===== config.mk =====
export PLATFORM = sky130hd
export DESIGN_NAME = bram_hw_arbiter_flat
export DESIGN_NICKNAME = d
export VERILOG_FILES = /design/src/rtl/bram_ctrl_pkg.sv /design/src/rtl/bram_hw_arbiter_if.sv /design/src/rtl/bram_hw_arbiter_rr_arb2.sv /design/src/rtl/bram_hw_arbiter.sv /design/src/flat_wrapper.sv
export SDC_FILE = /design/constraint.sdc
export NUM_CORES = 1
export LEC_CHECK = 0
export ABC_AREA = 1
export CAP_MARGIN = 20
export CORE_ASPECT_RATIO = 1.2
export CORE_MARGIN = 2
export CORE_UTILIZATION = 30
export DETAILED_ROUTE_END_ITERATION = 7
export GPL_ROUTABILITY_DRIVEN = 0
export HOLD_SLACK_MARGIN = 0.08
export PLACE_DENSITY = 0.68
export SYNTH_ARGS = -nofsm -noshare
export SYNTH_HDL_FRONTEND = slang
export SYNTH_SLANG_ARGS = --single-unit

===== constraint.sdc =====
create_clock -name clk -period 2.8 [get_ports clk]
set_input_delay 0.56 -clock clk [delete_from_list [all_inputs] [get_ports clk]]
set_output_delay 0.56 -clock clk [all_outputs]
set_load 0.01 [all_outputs]

===== src/rtl/bram_ctrl_pkg.sv =====
// bram_ctrl_pkg: shared FSM states, BlockRAM config codes and field-bit defaults
package bram_ctrl_pkg;
    typedef enum logic {ST_INIT, ST_RUN} state_e;
    localparam logic [1:0] CFG_WR16 = 2'b01;
    localparam logic [1:0] CFG_RD16 = 2'b01;
    localparam int DEF_WE_BIT = 20;
    localparam int DEF_WR_HALF_BIT = 16;
    localparam int DEF_RD_HALF_BIT = 24;
    localparam int HW_COUNT = 512;
    localparam int CNT_W = $clog2(HW_COUNT);
endpackage


===== src/rtl/bram_hw_arbiter_if.sv =====
// bram_hw_arbiter_if: one requester's halfword request channel and in-order read-response channel
// master = requester side (drives req_valid/req_we/req_addr/req_wdata), slave = arbiter side
interface bram_hw_arbiter_if;
    logic req_valid;
    logic req_we;
    logic [8:0] req_addr;
    logic [15:0] req_wdata;
    logic req_ready;
    logic rsp_valid;
    logic [15:0] rsp_rdata;
    modport master (
        output req_valid, req_we, req_addr, req_wdata,
        input req_ready, rsp_valid, rsp_rdata
    );
    modport slave (
        input req_valid, req_we, req_addr, req_wdata,
        output req_ready, rsp_valid, rsp_rdata
    );
endinterface


===== src/rtl/bram_hw_arbiter_rr_arb2.sv =====
// rr_arb2: 2-way round-robin arbiter, combinational grant, pointer moves only on a grant
// clk/rst_n: clock and async active-low reset; req[1:0]: requests; gnt[1:0]: one-hot grant
module rr_arb2 (
    input logic clk,
    input logic rst_n,
    input logic [1:0] req,
    output logic [1:0] gnt
);
    // last_q = 1 means requester 1 was granted last, so requester 0 wins the next tie
    logic last_q;
    always_ff @(posedge clk or negedge rst_n)
        if (!rst_n)
            last_q <= 1'b1;
        else if (|gnt)
            last_q <= gnt[1];
    assign gnt[0] = req[0] & (~req[1] | last_q);
    assign gnt[1] = req[1] & (~req[0] | ~last_q);
endmodule


===== src/rtl/bram_hw_arbiter.sv =====
// bram_hw_arbiter: shares one BlockRAM_1KB between two 512x16 halfword requesters
// clk/rst_n: clock, async active-low reset; m0/m1: requester channels (slave modport)
// ram_rd_addr/ram_wr_addr/ram_wr_data/ram_cfg: BlockRAM drive; ram_rd_data: BlockRAM read data
// init_done: high once the optional zero-fill has finished and traffic is accepted
module bram_hw_arbiter
    import bram_ctrl_pkg::*;
#(
    parameter bit OUT_REG = 1'b0,
    parameter bit INIT_CLEAR = 1'b1,
    parameter int WE_BIT = DEF_WE_BIT,
    parameter int WR_HALF_BIT = DEF_WR_HALF_BIT,
    parameter int RD_HALF_BIT = DEF_RD_HALF_BIT
) (
    input logic clk,
    input logic rst_n,
    bram_hw_arbiter_if.slave m0,
    bram_hw_arbiter_if.slave m1,
    output logic [7:0] ram_rd_addr,
    output logic [7:0] ram_wr_addr,
    output logic [31:0] ram_wr_data,
    output logic [5:0] ram_cfg,
    input logic [31:0] ram_rd_data,
    output logic init_done
);
    localparam int D = int'(OUT_REG) + 1;
    state_e state_q, state_d;
    logic [CNT_W-1:0] cnt_q, cnt_d;
    logic [1:0] req, gnt;
    logic run, op, op_we, rd_acc;
    logic [8:0] op_addr;
    logic [15:0] op_wdata;
    logic [7:0] wr_addr_q, rd_addr_q, wr_addr, rd_addr;
    logic wr_half_q, rd_half_q, wr_half, rd_half, we;
    logic [15:0] wdata_q, wdata;
    logic [D-1:0] pv_q, pid_q;
    logic unused_hi;
    // rst_n is folded in so nothing is granted or written while reset is held
    assign run = rst_n && state_q == ST_RUN;
    assign init_done = run;
    assign req = {m1.req_valid, m0.req_valid} & {2{run}};
    rr_arb2 u_arb (
        .clk(clk),
        .rst_n(rst_n),
        .req(req),
        .gnt(gnt)
    );
    assign m0.req_ready = gnt[0];
    assign m1.req_ready = gnt[1];
    assign op = |gnt;
    assign op_we = gnt[1] ? m1.req_we : m0.req_we;
    assign op_addr = gnt[1] ? m1.req_addr : m0.req_addr;
    assign op_wdata = gnt[1] ? m1.req_wdata : m0.req_wdata;
    assign rd_acc = op && !op_we;
    always_ff @(posedge clk or negedge rst_n)
        if (!rst_n) begin
            state_q <= INIT_CLEAR ? ST_INIT : ST_RUN;
            cnt_q <= '0;
        end else begin
            state_q <= state_d;
            cnt_q <= cnt_d;
        end
    // Idle cycles reuse the last driven address/select values so the RAM read mux never glitches
    always_comb begin
        state_d = state_q;
        cnt_d = cnt_q;
        we = 1'b0;
        wr_addr = wr_addr_q;
        wr_half = wr_half_q;
        wdata = wdata_q;
        rd_addr = rd_addr_q;
        rd_half = rd_half_q;
        if (state_q == ST_INIT) begin
            cnt_d = cnt_q + 1'b1;
            state_d = &cnt_q ? ST_RUN : ST_INIT;
            if (rst_n) begin
                we = 1'b1;
                wr_addr = cnt_q[CNT_W-1:1];
                wr_half = cnt_q[0];
                wdata = '0;
            end
        end else if (op && op_we) begin
            we = 1'b1;
            wr_addr = op_addr[8:1];
            wr_half = op_addr[0];
            wdata = op_wdata;
        end else if (op) begin
            rd_addr = op_addr[8:1];
            rd_half = op_addr[0];
        end
    end
    always_ff @(posedge clk or negedge rst_n)
        if (!rst_n) begin
            wr_addr_q <= '0;
            rd_addr_q <= '0;
            wr_half_q <= 1'b0;
            rd_half_q <= 1'b0;
            wdata_q <= '0;
        end else begin
            wr_addr_q <= wr_addr;
            rd_addr_q <= rd_addr;
            wr_half_q <= wr_half;
            rd_half_q <= rd_half;
            wdata_q <= wdata;
        end
    always_comb begin
        ram_wr_data = '0;
        ram_wr_data[15:0] = wdata;
        ram_wr_data[WE_BIT] = we;
        ram_wr_data[WR_HALF_BIT] = wr_half;
        ram_wr_data[RD_HALF_BIT] = rd_half;
    end
    assign ram_rd_addr = rd_addr;
    assign ram_wr_addr = wr_addr;
    assign ram_cfg = {OUT_REG, 1'b0, CFG_RD16, CFG_WR16};
    // Response tag shift register: bit 0 is the newest read, bit D-1 lines up with RAM data
    always_ff @(posedge clk or negedge rst_n)
        if (!rst_n) begin
            pv_q <= '0;
            pid_q <= '0;
        end else begin
            pv_q <= D'({pv_q, rd_acc});
            pid_q <= D'({pid_q, gnt[1]});
        end
    assign m0.rsp_valid = pv_q[D-1] & ~pid_q[D-1];
    assign m1.rsp_valid = pv_q[D-1] & pid_q[D-1];
    assign m0.rsp_rdata = ram_rd_data[15:0];
    assign m1.rsp_rdata = ram_rd_data[15:0];
    assign unused_hi = ^ram_rd_data[31:16];
endmodule


===== src/flat_wrapper.sv =====
// flat-port wrapper written by rule: the top's interface ports become plain ports
module bram_hw_arbiter_flat import bram_ctrl_pkg::*;
#(
    parameter bit OUT_REG = 1'b0,
    parameter bit INIT_CLEAR = 1'b1,
    parameter int WE_BIT = DEF_WE_BIT,
    parameter int WR_HALF_BIT = DEF_WR_HALF_BIT,
    parameter int RD_HALF_BIT = DEF_RD_HALF_BIT
)
  (clk, rst_n, ram_rd_addr, ram_wr_addr, ram_wr_data, ram_cfg, ram_rd_data, init_done, m0_req_valid, m0_req_we, m0_req_addr, m0_req_wdata, m0_req_ready, m0_rsp_valid, m0_rsp_rdata, m1_req_valid, m1_req_we, m1_req_addr, m1_req_wdata, m1_req_ready, m1_rsp_valid, m1_rsp_rdata);
  bram_hw_arbiter_if m0_i ();
  bram_hw_arbiter_if m1_i ();
  input logic clk;
  input logic rst_n;
  output logic [7:0] ram_rd_addr;
  output logic [7:0] ram_wr_addr;
  output logic [31:0] ram_wr_data;
  output logic [5:0] ram_cfg;
  input logic [31:0] ram_rd_data;
  output logic init_done;
  input wire logic [$bits(m0_i.req_valid)-1:0] m0_req_valid;
  input wire logic [$bits(m0_i.req_we)-1:0] m0_req_we;
  input wire logic [$bits(m0_i.req_addr)-1:0] m0_req_addr;
  input wire logic [$bits(m0_i.req_wdata)-1:0] m0_req_wdata;
  output wire logic [$bits(m0_i.req_ready)-1:0] m0_req_ready;
  output wire logic [$bits(m0_i.rsp_valid)-1:0] m0_rsp_valid;
  output wire logic [$bits(m0_i.rsp_rdata)-1:0] m0_rsp_rdata;
  input wire logic [$bits(m1_i.req_valid)-1:0] m1_req_valid;
  input wire logic [$bits(m1_i.req_we)-1:0] m1_req_we;
  input wire logic [$bits(m1_i.req_addr)-1:0] m1_req_addr;
  input wire logic [$bits(m1_i.req_wdata)-1:0] m1_req_wdata;
  output wire logic [$bits(m1_i.req_ready)-1:0] m1_req_ready;
  output wire logic [$bits(m1_i.rsp_valid)-1:0] m1_rsp_valid;
  output wire logic [$bits(m1_i.rsp_rdata)-1:0] m1_rsp_rdata;
  assign m0_i.req_valid = m0_req_valid;
  assign m0_i.req_we = m0_req_we;
  assign m0_i.req_addr = m0_req_addr;
  assign m0_i.req_wdata = m0_req_wdata;
  assign m0_req_ready = m0_i.req_ready;
  assign m0_rsp_valid = m0_i.rsp_valid;
  assign m0_rsp_rdata = m0_i.rsp_rdata;
  assign m1_i.req_valid = m1_req_valid;
  assign m1_i.req_we = m1_req_we;
  assign m1_i.req_addr = m1_req_addr;
  assign m1_i.req_wdata = m1_req_wdata;
  assign m1_req_ready = m1_i.req_ready;
  assign m1_rsp_valid = m1_i.rsp_valid;
  assign m1_rsp_rdata = m1_i.rsp_rdata;
  bram_hw_arbiter #(.OUT_REG(OUT_REG), .INIT_CLEAR(INIT_CLEAR), .WE_BIT(WE_BIT), .WR_HALF_BIT(WR_HALF_BIT), .RD_HALF_BIT(RD_HALF_BIT)) u_core (.clk(clk), .rst_n(rst_n), .m0(m0_i), .m1(m1_i), .ram_rd_addr(ram_rd_addr), .ram_wr_addr(ram_wr_addr), .ram_wr_data(ram_wr_data), .ram_cfg(ram_cfg), .ram_rd_data(ram_rd_data), .init_done(init_done));
endmodule

Word-level counts from Yosys, hierarchy flattened
Index checks and enable logic that the tools add are counted.

cells by class
  mux-type cells = 23
  shift-type cells = 0
  order comparisons = 0
  reduce and logical (&&, ||, !) cells = 6
  bitwise gates (word level) = 11
  multipliers = 0
  equal/unequal tests = 0
  div/mod/pow operators = 0
  add/sub/neg operators = 1

operators with widths
  kind                                          count
  two-way mux 16 bit                            4
  two-way mux 8 bit                             6
  two-way mux 1 bit                             12
  adder 9 x 1 -> 9 bit (second input constant)  1
  two-way mux 9 bit                             1
  AND reduction 9 bit                           1
  AND 1 bit                                     4
  inverter 1 bit                                4
  logical AND 1 bit                             3
  AND 2 bit                                     1
  bitwise OR 1 bit                              2
  OR reduction 2 bit                            1
  logical NOT 1 bit                             1

storage, ports and cells
  bits in latches = 0
  ROM bits = 0
  word-level logic and storage cells = 51
  memories = 0
  input port bits = 88
  bits in registers = 47
  output and inout port bits = 91
  memory bits (writable) = 0

Depth between registers and ports, before layout
Gate-level depths: netlist of the first run.

  depth after elaboration = 9
  gate-level depth with buffers = 10
  mapped depth without buffers = 8

By module
Synthesis of the first run repeated with hierarchy kept, for this count alone.

second synthesis, totals
  cells, all modules = 405
  area, all modules = 2,974.1 um2

modules (own cells, without submodules)
  module           area each (um2)  instances  cells each  sequential area each (um2)
  bram_hw_arbiter  2,909.0          1          394         1,151.1
  rr_arb2          65.1             1          11          26.3

Worst setup path after synthesis of the first run
No wires, ideal clock.

  kind = input to output
  from = in m0_req_valid
  to = out ram_wr_data[16]
  required time = 2,240 ps
  cell stages on the path = 9
  data arrival time = 1,563 ps
  path slack = 677 ps
  cells stage by stage = nand2_1 inv_1 nor2_4 nand2_1 nand2_4 buf_6 nand3_1 nand3_1 buf_4

on the way
  longest elaborated chain between the ends = 8

ends and longest elaborated chain
  element                                                         line                                          source
  start, declared                                                 flat_wrapper.sv:21                            input wire logic [$bits(m0_i.req_valid)-1:0] m0_req_valid;
  AND 2 bit (*)                                                   bram_hw_arbiter.sv:40                         assign req = {m1.req_valid, m0.req_valid} & {2{run}};
  inverter 1 bit                                                  bram_hw_arbiter_rr_arb2.sv:17                 assign gnt[1] = req[1] & (~req[0] | ~last_q);
  bitwise OR 1 bit                                                bram_hw_arbiter_rr_arb2.sv:17
  AND 1 bit                                                       bram_hw_arbiter_rr_arb2.sv:17
  OR reduction 2 bit / two-way mux 1 bit (equally long branches)  bram_hw_arbiter.sv:49, bram_hw_arbiter.sv:50
  logical AND 1 bit                                               bram_hw_arbiter.sv:81                         end else if (op && op_we) begin
  two-way mux 1 bit (*)                                           bram_hw_arbiter.sv:81
  two-way mux 1 bit (*)                                           bram_hw_arbiter.sv:72                         if (state_q == ST_INIT) begin
  end, declared                                                   flat_wrapper.sv:17                            output logic [31:0] ram_wr_data;

Every way passes the cells marked *; elsewhere a longest branch is shown, timed or not.

Worst setup path in the final report of the first run
  from = in m0_req_valid
  to = out ram_wr_data[20]

on the way
  longest elaborated chain between the ends = 8

ends and longest elaborated chain
  element                                                         line
  AND 2 bit (*)                                                   bram_hw_arbiter.sv:40
  inverter 1 bit                                                  bram_hw_arbiter_rr_arb2.sv:17
  bitwise OR 1 bit                                                bram_hw_arbiter_rr_arb2.sv:17
  AND 1 bit                                                       bram_hw_arbiter_rr_arb2.sv:17
  OR reduction 2 bit / two-way mux 1 bit (equally long branches)  bram_hw_arbiter.sv:49, bram_hw_arbiter.sv:50
  logical AND 1 bit (*)                                           bram_hw_arbiter.sv:81
  two-way mux 1 bit (*)                                           bram_hw_arbiter.sv:81
  two-way mux 1 bit (*)                                           bram_hw_arbiter.sv:72

Marked as above.

==> out/qor.yml, run 1 <==
drt:
  totalWireLength_um: 7220
  initialDrtViolationCount: 113
  drc: 0
  viasPerCell: 4.37
  num_vias: 2475
  dr.pass1.iters: 4
  ant_nets: 0
  wl_per_cell_um: 12.8
floorplanning:
  fp.dieW_um: 92.1
  die_area_um2: 10100
  row_count: 38
  fp.dieH_um: 110
  initial_core_util_pct: 31.0
  ios: 179
  design.core.area_um2: 9030
layout:
  drive_above_1_share_pct: 14.1
  n_antenna_cell: 0
  area_growth_pct: 34.2
  layout.nets: 535
  fin_area_um2: 3750
timing:
  fin_crit_ps: 2750
  setup_viol: 0
  fmaxAchievable_mhz: 364
  finalMaxSlewViolations: 0
  grt_setup_unrepaired: "no"
  timing_hold_violations_final: 0
  min_period_over_period_pct: 98.2
  skew_ps: 5.73
worst_setup_path:
  startpoint_type: "primary input"
  worstSetupPathType: "in2out"
  reg2reg_slack_ps: 1310
  r2r-start: "u_core.state_q"
  arrival_ps: 2190
  cp-end-kind: "output port"
  r2r_cells: 7
  cp.required_ps: 2240
  r2r-end: "u_core.wdata_q[15]"
  path_max_fanout: 14
power:
  peakVddDrop_mv: 0.176
  power.total_mw: 1.25
  cellPowerDensity_nw_per_um2: 333
  p_leak_nw: 2.07
synthesis:
  synth_area_um2: 2800
  seq_area_frac_synth_pct: 42.1
  synth_cell_type_count: 27
  synth-seq-cells: 47
  synth.avg_cell_area_um2: 7.68
  synth_largest_area_cell: "dfrtp_1"
  synthArstFlopShare_pct: 100
  syn_inst: 364
  synth_area_leaders: "dfrtp_1 41%, nand2_1 21%, buf_4 15%"
  synth_top_area_share_pct: 41.2
  synthFlopType: "dfrtp_1"
  synth_warnings: 0
  synth_edf_count: 0
place:
  placed_area_um2: 3710
  port_buffers: 95
  dpl.hpwl_um: 5580
clock_tree:
  cts.sinks: 47
  cts_buffer_depth: 2
  clkTransAtPathRegs_ps: 90
  root_buffer: "clkbuf_8"
  cts_max_level: 2
  cts_buffers: 5
  cts_tree: "done"
  clock_latency_ps: 290
global_route:
  grt_pass1_vias: 2458
  grt_max_degree: 30
  grt_overflow: 0
  grt.total_usage_pct: 14.6
  grt_pass1_wl_um: 11800
  antenna_found_initial: 0
flow_run:
  cap_violations: 0
min_path:
  hp-class: "in2async"
status:
  status: "finished, final reports clean"
## repair_timing
action,4_1_cts,5_1_grt
endpoints found under the setup margin,35,18
gates cloned,1,0
pin swaps,2,3
hold buffers,0,0
buffers inserted,0,0
resized for setup,47,25
## state kept, by name (all words and copies together), names as in the netlist
signal / count
u_core.wdata_q: 16
u_core.cnt_q: 9
u_core.rd_addr_q: 8
u_core.wr_addr_q: 8
u_core.pid_q: 1
u_core.pv_q: 1
u_core.rd_half_q: 1
u_core.state_q: 1
u_core.u_arb.last_q: 1
u_core.wr_half_q: 1
## layout by cell type, fill, tap and decap left out
cell type	instances
a21oi_1	1
buf_12	2
buf_2	1
buf_4	22
buf_6	2
buf_8	1
clkbuf_1	2
clkbuf_2	9
clkbuf_8	5
clkdlybuf4s15_1	3
clkdlybuf4s15_2	1
clkdlybuf4s50_1	59
clkinv_1	1
clkinv_2	1
conb_1	19
dfrtp_1	46
dfstp_2	1
dlygate4sd2_1	22
ha_1	2
inv_1	10
inv_2	2
inv_6	1
nand2_1	151
nand2_2	5
nand2_4	2
nand3_1	44
nand3_2	1
nand3_4	1
nand4_1	3
nor2_1	4
nor2_4	4
o21ai_0	4
o21ai_1	5
o21ai_2	1
or2_2	1
xnor2_1	4
xor2_1	3
## cell families (layout without fill, tap and decap cells)
logic type	count (synthesis)	after routing	share of synthesized area, %
and+or+nand+nor	215	216	33.5
xor gates and xnor gates	7	7	2.19
AOI/OAI and AO/OA	11	11	1.97
buffers and inverters	80	144	19.1
adders and majority gates	2	2	0.895
DFF	47	47	42.1
other	2	19	0.269
## critical path: stages
cell and delay (ps):
clkdlybuf4s50_1 500, nand2_2 90, nand3_1 130, nand3_4 130, buf_6 180, nand2_1 60, clkdlybuf4s50_1 520
## Yosys cell counts, types with 2 or more instances
library cell,count
nand3_1,44
o21ai_0,9
buf_2,4
clkbuf_1,4
ha_1,2
nand2_1,153
conb_1,2
xor2_1,3
nor2_4,3
xnor2_1,4
nor2_1,4
inv_1,10
nand4_1,3
inv_2,2
nand2_4,2
buf_6,2
buf_4,56
nand2_2,3
dfrtp_1,46
## final cells by class
| type | count | area [um^2] |
|---|---|---|
| clock buffers | 7 | 76.3 |
| clock inverters | 1 | 5.00 |
| fillers | 936 | 5280 |
| inverters | 14 | 57.6 |
| multi-input cells | 255 | 1170 |
| flip-flops and latches | 47 | 1180 |
| well taps | 120 | 150 |
| repair buffers | 122 | 1120 |
## where the power goes
part,internal (mW),switching (mW)
logic,0.0901,0.0793
clock network,0.176,0.221
registers,0.683,0.00143
total,0.949,0.302
## through the flow
step	instances	hold WS (ps)	util, %	TNS, ps	setup slack [ps]
5_1_grt	566	329	41.6	0	0.185
3_5_place_dp	557	465	41.0	-9770	-335
3_3_place_gp	557	464	41.0	-8840	-324
2_1_floorplan	381	264	-	0	677
6_report	566	319	41.6	0	50.2
4_1_cts	566	323	41.9	-50.9	-12.1
## worst max path at each step
stage	start	endpoint	depth (start not counted)
2_1_floorplan	m0_req_valid	ram_wr_data[16]	9
3_3_place_gp	m0_req_valid	ram_wr_data[16]	10
3_5_place_dp	m0_req_valid	ram_wr_data[16]	10
4_1_cts	m0_req_valid	ram_wr_addr[5]	10
5_1_grt	m0_req_valid	ram_wr_data[20]	7
6_report	m0_req_valid	ram_wr_data[20]	7
## metal layers
metal | track usage [%] | up-vias | part of all wire, %
met5 | 0 | - | 0
met4 | 4.26 | 0 | 2.1
met3 | 3.43 | 14 | 5.4
met2 | 26.5 | 82 | 50
met1 | 17.3 | 1147 | 42
li1 | - | 1232 | -
No activity file was read; power rests on OpenSTA's default activity.
==> inputs of run 2 (changes only) <==
--- a/config.mk
+++ b/config.mk
@@ -7,7 +7,7 @@
 export LEC_CHECK = 0
 export ABC_AREA = 1
 export CAP_MARGIN = 20
-export CORE_ASPECT_RATIO = 1.2
+export CORE_ASPECT_RATIO = 1.75
 export CORE_MARGIN = 2
 export CORE_UTILIZATION = 30
 export DETAILED_ROUTE_END_ITERATION = 7
==> run 2 against run 1 <==
Against the previous run: global-route usage is 1.7 points higher; count of clock-buffer cells in the layout is 1 lower; routed wire length grew 12%; sequential share of layout area shrank 2.8 points; total power is 26% higher; first-iteration DRC count is 28% lower.
==> out/qor.yml, run 2 (same netlist as run 1, synthesis figures left out) <==
layout:
  regMostFlops: "u_core.wdata_q"
  final_cell_mix: "150 x nand2_1, 57 x clkdlybuf4s50_1, 46 x dfrtp_1, 44 x nand3_1, 42 x buf_4"
  n_antenna_cell: 0
  final_common_cell: "nand2_1"
  postLayoutCoreUtil_pct: 45.3
  drive_above_1_share_pct: 17.3
  reg_top3: "u_core.wdata_q (16), u_core.cnt_q (9)"
  instances_no_fill: 589
  largest_register_ffs: 16
  area_growth_pct: 47.5
  fillers: 941
  layout.nets: 558
timing:
  grt_setup_unrepaired: "no"
  finalMaxSlewViolations: 0
  slew_headroom_pct: 60.5
  tightestPinTransition_ps: 593
  setup_ws_ps: 115
  totalNegativeSetupSlack_ps: 0
  min_period_over_period_pct: 95.9
  fin_crit_ps: 2680
  timing_hold_violations_final: 0
  fmaxAchievable_mhz: 373
  setup_viol: 0
  skew_ps: 5.79
drt:
  ant_nets: 0
  totalWireLength_um: 8110
  drc: 0
  wl_per_cell_um: 13.8
  initialDrtViolationCount: 81
  dr.pass1.iters: 4
  viasPerCell: 4.40
  num_vias: 2590
power:
  peakVddDrop_mv: 0.242
  cellPowerDensity_nw_per_um2: 382
  p_leak_nw: 2.41
worst_setup_path:
  r2r-end: "u_core.wdata_q[6]"
  path_max_fanout: 7
  arrival_ps: 2120
  startpoint_type: "primary input"
  reg2reg_slack_ps: 1070
  cp.required_ps: 2240
  worstSetupPathType: "in2out"
  r2r-start: "u_core.u_arb.last_q"
  cp-end-kind: "output port"
  r2r_cells: 9
place:
  post-place-ws_ps: -351
  port_buffers: 95
  dp.cells: 566
  dpl.hpwl_um: 6220
floorplanning:
  design.core.area_um2: 9090
  fp.dieH_um: 132
  ios: 179
  row_count: 46
  die_area_um2: 10100
  fp.dieW_um: 77.0
  initial_core_util_pct: 30.8
clock_tree:
  clock_latency_ps: 290
  postCtsHoldBufs: 0
  cts_tree: "done"
  cts_buffers: 5
  root_buffer: "clkbuf_16"
  cts_buffer_depth: 2
  clkTransAtPathRegs_ps: 70
  cts.sinks: 47
  cts_max_level: 2
global_route:
  grt_pass1_vias: 2692
  grt_max_degree: 47
  grt_overflow: 0
  antenna_found_initial: 0
  grt_pass1_wl_um: 13100
  grt.total_usage_pct: 16.3
status:
  status: "finished, final reports clean"
flow_run:
  cap_violations: 0
min_path:
  hp-class: "in2async"
-- run 2: what timing repair did --
item	4_1_cts	5_1_grt
pin swaps	5	1
gates cloned	3	0
setup endpoints to repair	35	16
setup buffers	9	3
resized for setup	44	16
-- run 2: worst max path at each step --
stage,depth (start not counted),from,end,slack (ps)
6_report,12,m1_req_valid,ram_rd_addr[5],120
5_1_grt,11,m1_req_valid,ram_wr_addr[5],5
4_1_cts,8,m0_req_we,ram_wr_data[12],-20
3_5_place_dp,10,m1_req_valid,ram_rd_addr[1],-350
3_3_place_gp,10,m1_req_valid,ram_rd_addr[1],-320
2_1_floorplan,9,m0_req_valid,ram_wr_data[16],680
-- run 2: layout make-up --
class                           instances  area, um^2  share of cell area, %
Clock buffer                            6         139                   3.37
Clock inverter                          2        38.8                  0.941
Inverter                               14        60.1                   1.46
Multi-Input combinational cell        256        1180                   28.6
Sequential cell                        47        1180                   28.5
Tap cell                              120         150                   3.64
Timing Repair Buffer                  143        1370                   33.2
Timing Repair inverter                  1        8.76                  0.212
-- run 2: stage by stage --
stage | hold slack [ps] | cell area, um^2 | total power, mW
after floorplan | 264 | 2860 | 0.820
after global placement | 471 | 3800 | 0.873
after detailed placement | 480 | 3800 | 0.875
after CTS | 295 | 4070 | 1.59
after global routing | 303 | 4120 | 1.63
final | 289 | 4120 | 1.58
-- run 2: worst max-delay path, stage by stage --
cell             delay (ps)
dlygate4sd2_1           260
inv_1                    90
nor2_4                  140
nand2_4                  80
nand2_2                 110
nand2_4                 100
buf_4                   150
nor2_4                  100
buf_4                   130
nand2_1                  50
nand2_1                  80
clkdlybuf4s15_1         280
-- run 2: power breakdown --
part           internal (mW)  leakage, nW  switching [mW]  total (mW)
Combinational         0.0969         1.70          0.0835       0.180
Clock                  0.449       0.0875           0.260       0.709
Sequential             0.684        0.628         0.00144       0.686
Total                   1.23         2.41           0.345        1.58
-- run 2: metal layers --
layer / GRT usage (%) / vias up / wire [um]
li1: - / 1275 / -
met1: 15.4 / 1214 / 2780
met2: 33.0 / 74 / 4700
met3: 3.09 / 27 / 386
met4: 6.75 / 0 / 238
met5: 0 / - / 0
